$ cat src/rtl/serial_pkg.sv
// Shared definitions for the serial word feeder and the downstream shift register.
// Holds the FSM state encoding, the default word width and the bit-counter width helper.
// Contains no logic of its own, so latency and backpressure do not apply.
package serial_pkg;

    typedef enum logic {
        SER_IDLE  = 1'b0,
        SER_SHIFT = 1'b1
    } ser_state_t;

    // Word width shared with the 4-bit serial-in shift register.
    localparam int DEFAULT_WORD_WIDTH = 4;

    // Bit-counter width for a given word width: CNT_W = $clog2(WIDTH).
    // Words are always at least 2 bits wide, so the result is at least 1.
    function automatic int cnt_w(input int width);
        return (width < 2) ? 1 : $clog2(width);
    endfunction

endpackage

$ cat src/rtl/serial_word_feeder_if.sv
// Bundles the word handshake and the serial output of serial_word_feeder.
// Pure wiring, so it adds no latency.
// in_ready is driven by the feeder and in_valid by the producer; the serial side has no backpressure.
interface serial_word_feeder_if
    import serial_pkg::*;
#(
    parameter int WIDTH = DEFAULT_WORD_WIDTH
);

    logic [WIDTH-1:0] in_data;
    logic             in_valid;
    logic             in_ready;
    logic             D;
    logic             bit_valid;
    logic             frame_start;

    // The producer of words and consumer of the serial line.
    modport master (
        output in_data,
        output in_valid,
        input  in_ready,
        input  D,
        input  bit_valid,
        input  frame_start
    );

    // The feeder itself.
    modport slave (
        input  in_data,
        input  in_valid,
        output in_ready,
        output D,
        output bit_valid,
        output frame_start
    );

endinterface

$ cat src/rtl/word_hold_reg.sv
// Holds one word that arrived while the feeder was still shifting out the previous one.
// A write is visible on dout and full the cycle after wr_en; a read clears full on the next edge.
// It has no backpressure of its own: the caller must write only while full is low.
//
// Ports: clk, rst (sync, active-high), wr_en/din (store a word), rd_en (release it),
//        dout (stored word), full (a word is held).
module word_hold_reg
    import serial_pkg::*;
#(
    parameter int WIDTH = DEFAULT_WORD_WIDTH
) (
    input  logic             clk,
    input  logic             rst,
    input  logic             wr_en,
    input  logic             rd_en,
    input  logic [WIDTH-1:0] din,
    output logic [WIDTH-1:0] dout,
    output logic             full
);

    logic [WIDTH-1:0] data;

    always_ff @(posedge clk) begin
        if (rst) begin
            data <= '0;
            full <= 1'b0;
        end else if (wr_en) begin
            data <= din;
            full <= 1'b1;
        end else if (rd_en) begin
            full <= 1'b0;
        end
    end

    assign dout = data;

endmodule

$ cat src/rtl/serial_word_feeder.sv
// Takes parallel words over valid/ready and emits them one bit per clock on D.
// A word accepted while idle shows its first bit on D in the next cycle. Back-to-back words stream with no gap.
// in_ready drops while the one-entry hold buffer is full and rises again on the edge that drains it.
//
// Ports: clk, rst (sync, active-high), bus (slave modport: in_data/in_valid/in_ready,
//        D, bit_valid, frame_start).
module serial_word_feeder
    import serial_pkg::*;
#(
    parameter int WIDTH     = DEFAULT_WORD_WIDTH,
    parameter bit LSB_FIRST = 1'b1
) (
    input  logic                 clk,
    input  logic                 rst,
    serial_word_feeder_if.slave  bus
);

    localparam int               CNT_W    = cnt_w(WIDTH);
    localparam logic [CNT_W-1:0] CNT_LAST = CNT_W'(WIDTH - 1);

    ser_state_t       state;
    logic [WIDTH-1:0] sreg;
    logic [WIDTH-1:0] sreg_shifted;
    logic [WIDTH-1:0] hold_dout;
    logic [CNT_W-1:0] cnt;
    logic             hold_full;
    logic             hold_wr;
    logic             hold_rd;
    logic             xfer;
    logic             last_bit;
    logic             d_q;
    logic             bit_valid_q;
    logic             frame_start_q;

    // The bit that goes on D first for a freshly loaded word.
    function automatic logic lead_bit(input logic [WIDTH-1:0] w);
        return LSB_FIRST ? w[0] : w[WIDTH-1];
    endfunction

    assign bus.in_ready = !hold_full && !rst;
    assign xfer         = bus.in_valid && bus.in_ready;
    assign last_bit     = (state == SER_SHIFT) && (cnt == CNT_LAST);

    // Only park a word when it cannot be loaded straight into sreg. On the last bit,
    // an incoming word bypasses the buffer.
    assign hold_wr      = xfer && (state == SER_SHIFT) && !last_bit;
    assign hold_rd      = last_bit && hold_full;

    assign sreg_shifted = LSB_FIRST ? (sreg >> 1) : (sreg << 1);

    word_hold_reg #(
        .WIDTH (WIDTH)
    ) u_hold (
        .clk   (clk),
        .rst   (rst),
        .wr_en (hold_wr),
        .rd_en (hold_rd),
        .din   (bus.in_data),
        .dout  (hold_dout),
        .full  (hold_full)
    );

    // The outputs are registered alongside sreg. d_q always equals the output-end bit
    // of the word that sreg holds in the same cycle.
    always_ff @(posedge clk) begin
        if (rst) begin
            state         <= SER_IDLE;
            sreg          <= '0;
            cnt           <= '0;
            d_q           <= 1'b0;
            bit_valid_q   <= 1'b0;
            frame_start_q <= 1'b0;
        end else begin
            case (state)
                SER_IDLE: begin
                    if (xfer) begin
                        state         <= SER_SHIFT;
                        sreg          <= bus.in_data;
                        cnt           <= '0;
                        d_q           <= lead_bit(bus.in_data);
                        bit_valid_q   <= 1'b1;
                        frame_start_q <= 1'b1;
                    end
                end
                SER_SHIFT: begin
                    if (cnt == CNT_LAST) begin
                        if (hold_full) begin
                            sreg          <= hold_dout;
                            cnt           <= '0;
                            d_q           <= lead_bit(hold_dout);
                            bit_valid_q   <= 1'b1;
                            frame_start_q <= 1'b1;
                        end else if (xfer) begin
                            sreg          <= bus.in_data;
                            cnt           <= '0;
                            d_q           <= lead_bit(bus.in_data);
                            bit_valid_q   <= 1'b1;
                            frame_start_q <= 1'b1;
                        end else begin
                            state         <= SER_IDLE;
                            sreg          <= '0;
                            cnt           <= '0;
                            d_q           <= 1'b0;
                            bit_valid_q   <= 1'b0;
                            frame_start_q <= 1'b0;
                        end
                    end else begin
                        sreg          <= sreg_shifted;
                        cnt           <= cnt + 1'b1;
                        d_q           <= lead_bit(sreg_shifted);
                        bit_valid_q   <= 1'b1;
                        frame_start_q <= 1'b0;
                    end
                end
                default: state <= SER_IDLE;
            endcase
        end
    end

    assign bus.D           = d_q;
    assign bus.bit_valid   = bit_valid_q;
    assign bus.frame_start = frame_start_q;

endmodule

$ cat src/flat_wrapper.sv
// flat-port wrapper written by rule: the top's interface ports become plain ports
module serial_word_feeder_flat import serial_pkg::*;
#(
    parameter int WIDTH     = DEFAULT_WORD_WIDTH,
    parameter bit LSB_FIRST = 1'b1
)
  (clk, rst, bus_in_data, bus_in_valid, bus_in_ready, bus_D, bus_bit_valid, bus_frame_start);
  serial_word_feeder_if #(.WIDTH(WIDTH)) bus_i ();
  input  logic clk;
  input  logic rst;
  input wire logic [$bits(bus_i.in_data)-1:0] bus_in_data;
  input wire logic [$bits(bus_i.in_valid)-1:0] bus_in_valid;
  output wire logic [$bits(bus_i.in_ready)-1:0] bus_in_ready;
  output wire logic [$bits(bus_i.D)-1:0] bus_D;
  output wire logic [$bits(bus_i.bit_valid)-1:0] bus_bit_valid;
  output wire logic [$bits(bus_i.frame_start)-1:0] bus_frame_start;
  assign bus_i.in_data = bus_in_data;
  assign bus_i.in_valid = bus_in_valid;
  assign bus_in_ready = bus_i.in_ready;
  assign bus_D = bus_i.D;
  assign bus_bit_valid = bus_i.bit_valid;
  assign bus_frame_start = bus_i.frame_start;
  serial_word_feeder #(.WIDTH(WIDTH), .LSB_FIRST(LSB_FIRST)) u_core (.clk(clk), .rst(rst), .bus(bus_i));
endmodule
$ cat config.mk
export PLATFORM = sky130hd
export DESIGN_NAME = serial_word_feeder_flat
export DESIGN_NICKNAME = d
export VERILOG_FILES = /design/src/rtl/serial_pkg.sv /design/src/rtl/serial_word_feeder_if.sv /design/src/rtl/word_hold_reg.sv /design/src/rtl/serial_word_feeder.sv /design/src/flat_wrapper.sv
export SDC_FILE = /design/constraint.sdc
export NUM_CORES = 1
export LEC_CHECK = 0
export CAP_MARGIN = 15
export CORE_MARGIN = 8
export CORE_UTILIZATION = 46
export CTS_CLUSTER_SIZE = 12
export DETAILED_ROUTE_END_ITERATION = 8
export DONT_BUFFER_PORTS = 1
export PLACE_DENSITY = 0.64
export SYNTH_ARGS = -nofsm -noshare
export SYNTH_HDL_FRONTEND = slang
export SYNTH_HIERARCHICAL = 1
export SYNTH_SLANG_ARGS = --single-unit
$ cat constraint.sdc
create_clock -name clk -period 2.44 [get_ports clk]
set_input_delay 0.732 -clock clk [delete_from_list [all_inputs] [get_ports clk]]
set_output_delay 0.732 -clock clk [all_outputs]
set_load 0.02 [all_outputs]
==> impl_metrics.tcl <==
set metrics [dict create \
    async_flop_share 0 \
    drtIter0Drc 21 \
    track_usage 0.0986 \
    drive_above_1_share 0.115 \
    ir_worst_vdd_v 0.000352 \
    grt-ovfl-total 0 \
    worstSetupEndpointType "primary output" \
    grt_pass1_wl_um 2230 \
    synth_area_leader_cell "dfxtp_1" \
    crit_fanout 13 \
    grt_max_degree 18 \
    final_cells 94 \
    power_density_nw_per_um2 646 \
    clk_latency_ps 280 \
    num_io_pins 11 \
    htreeDepth 1 \
    yosysWarnings 6 \
    finalCritPeriodShare 0.743 \
    viasPerCell 5.77 \
    synth.top_cells.by_count "dfxtp_1 (14), nand3_1 (8), nor2_1 (8), a31oi_1 (5), o21ai_0 (5)" \
    root_buffer "clkbuf_4" \
    crit_family "flip-flops" \
    cp.buffers_inverters 0 \
    post_drt_wl_per_cell_um 14.9 \
    synthCells 78 \
    tritoncts_num_sinks 14 \
    placed_cell_area_um2 687 \
    crit_arrival_ps 1080 \
    dp.cells 90 \
    cts_hold_buf 0 \
    dp_hpwl_um 966 \
    syn_to_final_growth_pct 3.03 \
    place.gp.congestion 0.748 \
    cts.clk_slew.worst_paths_ps 90 \
    required_ps 1710 \
    cts_tree "done" \
    drv_slew 0 \
    critPathSlowestCell "dfxtp_1" \
    fp.dieH_um 55.1 \
    post-cts-setup-buffers 0 \
    final_area_um2 723 \
    coreArea_um2 1470 \
    yosysSeqAreaShare 0.399 \
    fmax_mhz 551 \
    leakage_nw 0.265 \
    critical_path_class "reg -> out" \
    tightest_slew_ps 482 \
    ant_nets 0 \
    slew-limit-headroom 0.678 \
    setup_violations 0 \
    timing.final.crit_period_ps 1810 \
    synth.avg_cell_area_um2 9.00 \
    crit_chain "nor2_1" \
    synth_area_leaders "dfxtp_1 (40%), mux2i_1 (5.7%), nand3_1 (5.7%)" \
    die-area_um2 3030 \
    die_width_um 55.1 \
    n_fill_cell 165 \
    n_antenna_cell 0 \
    maxCapViolations 0 \
    grt_pass1_vias 500 \
    holdCritPathClass "reg -> reg" \
    status "completed" \
    nNetsFinal 87 \
    remaining_drc_errors 0 \
    syn_area_um2 702 \
    tns_ps 0 \
    std_cell_rows 14 \
    rsz0062_at_grt "false" \
    worstSetupStartpointType "flip-flop" \
    cts_resized 0 \
    drt_pass1_iterations 4 \
    critPathMaxStageDelay_ps 440 \
    synth_cell_types 25 \
    start_util 0.477 \
    skew_ps 3.15 \
    vias 542 \
    final_hold_viol_count 0 \
    yosysMostFrequentCell "dfxtp_1" \
    cts_max_path_buffers 2 \
    synth_fp_nets 86 \
    synth_top_area_frac 0.399 \
    wl_um 1400 \
    numCtsBuffers 3 \
    synth_edf_count 0 \
    ys_ff_latch 14 \
    yosys_most_used_dff "dfxtp_1" \
    io_buffer_count 0 \
    antenna_found_initial 0 \
]
-- kinds of logic (layout without fill, tap and decap cells) --
| group | Yosys count | in the layout | share of synthesized area |
|---|---|---|---|
| adder cells (fa/ha/maj) | 1 | 1 | 0.0178 |
| multiplexers | 4 | 4 | 0.0570 |
| AO/OA/AOI/OAI | 16 | 16 | 0.148 |
| buffers and inverters | 9 | 9 | 0.0873 |
| AND/OR/NAND/NOR | 34 | 34 | 0.291 |
| flip-flops | 14 | 14 | 0.399 |
-- power by group --
| part | total (W) | internal (W) | leakage [nW] | switching, W |
|---|---|---|---|---|
| Combinational | 0.0000459 | 0.0000203 | 0.129 | 0.0000256 |
| Clock | 0.000168 | 0.0000907 | 0.0210 | 0.0000775 |
| Sequential | 0.000253 | 0.000240 | 0.115 | 0.0000129 |
| Total | 0.000467 | 0.000351 | 0.265 | 0.000116 |
-- path summary, 6_finish.rpt --
check	slack, ps	startpoint	cells after the start	to
worst max-delay path	630	u_core/u_hold/full	1	bus_in_ready
worst min-delay path	470	u_core/sreg[1]	2	u_core/sreg[1]
worst max register to register	850	u_core/u_hold/full	4	u_core/u_hold/dout[2]
worst min register to register	470	u_core/sreg[1]	2	u_core/sreg[1]
-- flip-flops by register name (all words and copies together) (netlist names) --
register                flops
u_core/bus.frame_start      1
u_core/bus.D                1
u_core/u_hold/full          1
u_core/u_hold/dout          4
u_core/state                1
u_core/bus.bit_valid        1
u_core/cnt                  2
u_core/sreg                 3
-- layout by cell type, fill, tap and decap left out, drive strengths merged --
cell type / n
and3: 4
ha: 1
a221oi: 1
nand2: 2
inv: 3
nand2b: 3
dfxtp: 14
a21oi: 3
nand3b: 1
nor3b: 3
o21ai: 5
buf: 2
nor2: 8
nand3: 8
clkbuf: 4
nor2b: 4
nand4bb: 1
a31oi: 5
mux2i: 4
a311oi: 1
a211o: 1
-- through the flow --
stage               total power (W)  hold WS, ps  worst slack (ps)   util
floorplan                  0.000302          447               476      -
global placement           0.000303          451               608  0.467
detailed placement         0.000304          456               592  0.467
CTS                        0.000471          469               611  0.491
global route               0.000491          486               553  0.491
finish                     0.000467          468               626  0.491
-- cell type report --
cell class	count	area, um^2	area share
multi-input combinational	55	360	0.498
clock buffer	4	36.3	0.0502
inverter	3	11.3	0.0156
sequential	14	280	0.388
timing repair buffer	2	15.0	0.0208
tap	16	20.0	0.0277
-- routing by layer --
metal / up-vias / wire length, um / track usage
met5: - / 0 / 0
met4: 0 / 9 / 0.0480
met3: 2 / 83 / 0.0374
met2: 13 / 631 / 0.138
met1: 248 / 679 / 0.129
li1: 279 / - / -
No activity file was read; power rests on OpenSTA's default activity.
